$ cat config.mk
export PLATFORM = sky130hd
export DESIGN_NAME = tdp_ram_sync
export DESIGN_NICKNAME = d
export VERILOG_FILES = /design/src/rtl/tdp_ram_sync.sv
export SDC_FILE = /design/constraint.sdc
export NUM_CORES = 2
export LEC_CHECK = 0
export BUFFER_PORTS_ARGS = -buffer_cell sky130_fd_sc_hd__buf_2
export CAP_MARGIN = 20
export CORE_ASPECT_RATIO = 0.6
export CORE_MARGIN = 2
export CORE_UTILIZATION = 60
export DETAILED_ROUTE_END_ITERATION = 12
export PLACE_DENSITY = 0.83
export SLEW_MARGIN = 40
export SYNTH_ARGS = -nofsm -noshare
export SYNTH_HDL_FRONTEND = slang
export SYNTH_SLANG_ARGS = --single-unit
$ cat constraint.sdc
create_clock -name clk -period 8.05 [get_ports clk]
set_input_delay 1.61 -clock clk [delete_from_list [all_inputs] [get_ports clk]]
set_output_delay 1.61 -clock clk [all_outputs]
set_load 0.02 [all_outputs]
$ cat src/rtl/tdp_ram_sync.sv
// Single-clock true dual-port RAM with byte lanes, 1- or 2-cycle read latency,
// read-first/write-first selection and deterministic same-address write merging.
module tdp_ram_sync #(
  parameter int DATA_WIDTH  = 32,
  parameter int ADDR_WIDTH  = 5,
  parameter int BYTE_WIDTH  = 8,
  parameter int RD_LATENCY  = 1,
  parameter int RW_MODE     = 0,
  parameter int WR_PRIORITY = 0
) (
  input  logic                             clk,
  input  logic                             rst,
  input  logic                             wren_a,
  input  logic                             rden_a,
  input  logic [DATA_WIDTH/BYTE_WIDTH-1:0] be_a,
  input  logic [ADDR_WIDTH-1:0]            addr_a,
  input  logic [DATA_WIDTH-1:0]            din_a,
  output logic [DATA_WIDTH-1:0]            dout_a,
  output logic                             dvalid_a,
  input  logic                             wren_b,
  input  logic                             rden_b,
  input  logic [DATA_WIDTH/BYTE_WIDTH-1:0] be_b,
  input  logic [ADDR_WIDTH-1:0]            addr_b,
  input  logic [DATA_WIDTH-1:0]            din_b,
  output logic [DATA_WIDTH-1:0]            dout_b,
  output logic                             dvalid_b,
  output logic                             wr_collision
);

  localparam int NB    = DATA_WIDTH / BYTE_WIDTH;
  localparam int DEPTH = 2 ** ADDR_WIDTH;

  generate
    if (RD_LATENCY != 1 && RD_LATENCY != 2) begin : g_bad_latency
      $fatal(1, "tdp_ram_sync: RD_LATENCY must be 1 or 2");
    end
    if (DATA_WIDTH % BYTE_WIDTH != 0) begin : g_bad_width
      $fatal(1, "tdp_ram_sync: DATA_WIDTH must be a multiple of BYTE_WIDTH");
    end
  endgenerate

  // Ports are renamed to winner/loser once so the lane logic is priority-agnostic.
  logic                  win_wr, los_wr;
  logic [NB-1:0]         win_be, los_be;
  logic [ADDR_WIDTH-1:0] win_addr, los_addr;
  logic [DATA_WIDTH-1:0] win_din, los_din;

  assign win_wr   = ~rst & ((WR_PRIORITY == 1) ? wren_b : wren_a);
  assign los_wr   = ~rst & ((WR_PRIORITY == 1) ? wren_a : wren_b);
  assign win_be   = (WR_PRIORITY == 1) ? be_b   : be_a;
  assign los_be   = (WR_PRIORITY == 1) ? be_a   : be_b;
  assign win_addr = (WR_PRIORITY == 1) ? addr_b : addr_a;
  assign los_addr = (WR_PRIORITY == 1) ? addr_a : addr_b;
  assign win_din  = (WR_PRIORITY == 1) ? din_b  : din_a;
  assign los_din  = (WR_PRIORITY == 1) ? din_a  : din_b;

  logic [DATA_WIDTH-1:0] rd_a_word, rd_b_word;

  genvar gi;
  generate
    for (gi = 0; gi < NB; gi++) begin : g_lane
      logic [BYTE_WIDTH-1:0] mem [DEPTH];
      logic [BYTE_WIDTH-1:0] q_a_reg, q_b_reg;
      logic [BYTE_WIDTH-1:0] new_a, new_b;
      logic                  win_we, los_we;

      assign win_we = win_wr & win_be[gi];
      assign los_we = los_wr & los_be[gi];

      // Post-write view of the addressed lane, used only in write-first mode.
      always_comb begin
        new_a = mem[addr_a];
        new_b = mem[addr_b];
        if (los_we && los_addr == addr_a) new_a = los_din[gi*BYTE_WIDTH +: BYTE_WIDTH];
        if (win_we && win_addr == addr_a) new_a = win_din[gi*BYTE_WIDTH +: BYTE_WIDTH];
        if (los_we && los_addr == addr_b) new_b = los_din[gi*BYTE_WIDTH +: BYTE_WIDTH];
        if (win_we && win_addr == addr_b) new_b = win_din[gi*BYTE_WIDTH +: BYTE_WIDTH];
      end

      // Winner is written last so it overrides the loser on a shared address.
      always_ff @(posedge clk) begin
        if (los_we) mem[los_addr] <= los_din[gi*BYTE_WIDTH +: BYTE_WIDTH];
        if (win_we) mem[win_addr] <= win_din[gi*BYTE_WIDTH +: BYTE_WIDTH];
      end

      always_ff @(posedge clk) begin
        if (rst) begin
          q_a_reg <= '0;
          q_b_reg <= '0;
        end else begin
          if (rden_a) q_a_reg <= (RW_MODE == 1) ? new_a : mem[addr_a];
          if (rden_b) q_b_reg <= (RW_MODE == 1) ? new_b : mem[addr_b];
        end
      end

      assign rd_a_word[gi*BYTE_WIDTH +: BYTE_WIDTH] = q_a_reg;
      assign rd_b_word[gi*BYTE_WIDTH +: BYTE_WIDTH] = q_b_reg;
    end
  endgenerate

  logic vld1_a_reg, vld1_b_reg;
  logic coll_reg;

  always_ff @(posedge clk) begin
    if (rst) begin
      vld1_a_reg <= 1'b0;
      vld1_b_reg <= 1'b0;
      coll_reg   <= 1'b0;
    end else begin
      vld1_a_reg <= rden_a;
      vld1_b_reg <= rden_b;
      coll_reg   <= wren_a & wren_b & (addr_a == addr_b) & (|(be_a & be_b));
    end
  end

  assign wr_collision = coll_reg;

  generate
    if (RD_LATENCY == 2) begin : g_lat2
      logic [DATA_WIDTH-1:0] dout_a_reg, dout_b_reg;
      logic                  vld2_a_reg, vld2_b_reg;

      // Second stage only loads on a fresh word so dout holds between reads.
      always_ff @(posedge clk) begin
        if (rst) begin
          dout_a_reg <= '0;
          dout_b_reg <= '0;
          vld2_a_reg <= 1'b0;
          vld2_b_reg <= 1'b0;
        end else begin
          vld2_a_reg <= vld1_a_reg;
          vld2_b_reg <= vld1_b_reg;
          if (vld1_a_reg) dout_a_reg <= rd_a_word;
          if (vld1_b_reg) dout_b_reg <= rd_b_word;
        end
      end

      assign dout_a   = dout_a_reg;
      assign dout_b   = dout_b_reg;
      assign dvalid_a = vld2_a_reg;
      assign dvalid_b = vld2_b_reg;
    end else begin : g_lat1
      assign dout_a   = rd_a_word;
      assign dout_b   = rd_b_word;
      assign dvalid_a = vld1_a_reg;
      assign dvalid_b = vld1_b_reg;
    end
  endgenerate

endmodule
==> flow_summary.toml <==
[worst_setup_path]
crit_type = "input pin to flop"
critPathMaxFanout = 35
end_kind = "flop"
cp-start-kind = "input pin"
crit_required_ns = 8.39
arrival_ns = 4.51

[grt]
track_usage = 0.4046
antenna_found_initial = 16
grt_pass1_wl_um = 316700
grt_overflow = 0
grt_start_max_net_pins = 133
grt_pass1_vias = 43020

[timing]
setup_viol = 0
rsz0062_at_grt = "no"
max_freq_ghz = 0.2399
worstMarginPinSlew_ns = 1.025
tns_ns = 0
skew_ns = 0.03304
relSlewSlack = 0.3117
finalHoldViolCount = 0
period_share = 0.5178
finalMaxSlewViolations = 0
fin_crit_ns = 4.168

[die]
io_pins = 155
coreArea_um2 = 105300
chipWidth_um = 425.3
die_area_um2 = 109200
dieHeight_um = 256.8
start_util = 0.6068
num_rows = 92

[placed_design]
portBuffers = 154
dp.cells = 5408
gp_congestion = 1.001
placed_cell_area_um2 = 65210
hpwl_um = 142900

[layout]
regArea_um2 = 32090
multi_input_area_um2 = 30190
fin_area_um2 = 68840
largest_reg_flops = 1024
fillers = 7365
final_util = 0.6536
drive_gt1_frac = 0.4664
layout.nets = 4195
area_growth_pct = 7.719
fin_cells = 5610

[logic_synthesis]
yosysWarnings = 0
syn_area_um2 = 63910
synth.yosys.seq_area_share = 0.5021
synth.distinct_cells = 64
async_reset_ff_frac = 0
synth_flop_cell = "edfxtp_1"
synth-seq-cells = 1091
syn_nets = 4317
synth_edf_count = 1024
syn_avg_cell_area_um2 = 15.11
synthCells = 4229

[clocking]
clk_pin_slew_ns = 0.06
cts_sinks = 1091
cts_tree = "built"
htree_levels = 3
clock-root-buffer = "clkbuf_16"
holdBufCountCts = 0
worstSkewPairLatency_ns = 0.73
post-cts-setup-buffer-count = 0
cts_buffers = 102
cts_repair_resize_count = 0
ctsLongestPathBuffers = 3

[power_and_ir_drop]
power_uw = 12850
p_leak_uw = 0.02294
vdd_drop_max_v = 0.0001761
power.density_nw_per_um2 = 186.6

[detailed_routing]
wl_per_cell_um = 39.89
ant_nets = 0
first_pass_iters = 9
drc = 0
first_iter_violations = 7988
vias_per_cell = 7.994
vias = 44850
wl_um = 223800

[job]
max_cap_violations = 0

[min_path]
hp-class = "flop to flop"

[status]
outcome = "complete, no violations"
final timing paths:
path / startpoint / endpoint / slack [ns] / cells past startpoint
setup / recovery: addr_a[4] / g_lane[2].mem[22][7] / 3.88 / 4
hold / removal: g_lane[1].q_b_reg[2] / g_lane[1].q_b_reg[2] / 0.52 / 2
setup reg to reg: g_lane[2].mem[22][6] / g_lane[2].q_a_reg[6] / 5.63 / 4
hold reg to reg: g_lane[1].q_b_reg[2] / g_lane[1].q_b_reg[2] / 0.52 / 2
cell usage after synthesis, types with 35 or more instances:
cell | number | area (um2)
o21bai_1 | 58 | 435.4
dfxtp_1 | 67 | 1341
a22o_1 | 62 | 543.0
a22oi_1 | 187 | 1404
mux4_2 | 332 | 7477
edfxtp_1 | 1024 | 30750
o21ai_0 | 49 | 245.2
o22ai_1 | 194 | 1214
buf_2 | 103 | 515.5
nor3_1 | 60 | 300.3
nor2_4 | 66 | 743.2
nand2_2 | 35 | 219.0
mux2i_1 | 360 | 3603
mux2_2 | 977 | 11000
a31oi_1 | 58 | 362.9
mux2_1 | 47 | 529.3
nand2_1 | 39 | 146.4
clkbuf_1 | 293 | 1100
area by class of cell:
cell class / instances / share of cell area
Tap cell: 1410 / 0.02563
Clock buffer: 129 / 0.03989
Multi-Input combinational cell: 2681 / 0.4385
Clock inverter: 60 / 0.007815
Timing Repair Buffer: 231 / 0.02177
Sequential cell: 1091 / 0.4661
Antenna cell: 8 / 0.0002908
power breakdown:
part           internal, uW  switching (uW)
combinational           572             964
clock                  2700            2280
sequential             6270            59.1
total                  9540            3310
metrics by stage:
stage / hold WS, ns / setup WS [ns]
global route: 0.5453 / 3.862
global placement: 0.4894 / 3.079
finish: 0.5172 / 3.882
CTS: 0.5123 / 4.069
floorplan: 0.5550 / 4.291
detailed placement: 0.5012 / 3.317
cells in the final DEF (no fill, tap or decap), types with 63 or more instances in the layout:
master | netlist | routed
a22oi_1 | 187 | 187
clkbuf_16 | 0 | 104
edfxtp_1 | 1024 | 1024
mux2i_1 | 360 | 360
o22ai_2 | 0 | 63
buf_2 | 103 | 154
o22ai_1 | 194 | 131
mux4_2 | 332 | 332
mux2_2 | 977 | 977
nor2_4 | 66 | 66
dfxtp_1 | 67 | 67
worst max-delay path, cell delays in order:
cell,delay [ns]
buf_2,0.46
and3b_4,0.80
nand2_1,0.72
o22ai_1,0.89
cell families after synthesis:
logic type,count (synthesis),share of synthesized area
compound gates,628,0.06829
mux,1716,0.3538
xor+xnor,5,0.0006852
simple gates,332,0.04131
buf+inv,457,0.03379
flops,1091,0.5021
routing by layer:
layer / part of all wire / GRT usage / up-vias / routed length, um
li1: - / - / 17000 / -
met1: 0.35 / 0.5583 / 22670 / 78280
met2: 0.41 / 0.5415 / 4439 / 91630
met3: 0.19 / 0.2028 / 727 / 43150
met4: 0.047 / 0.1593 / 14 / 10560
met5: 0.00072 / 0 / - / 161
No activity file was read; power rests on OpenSTA's default activity.
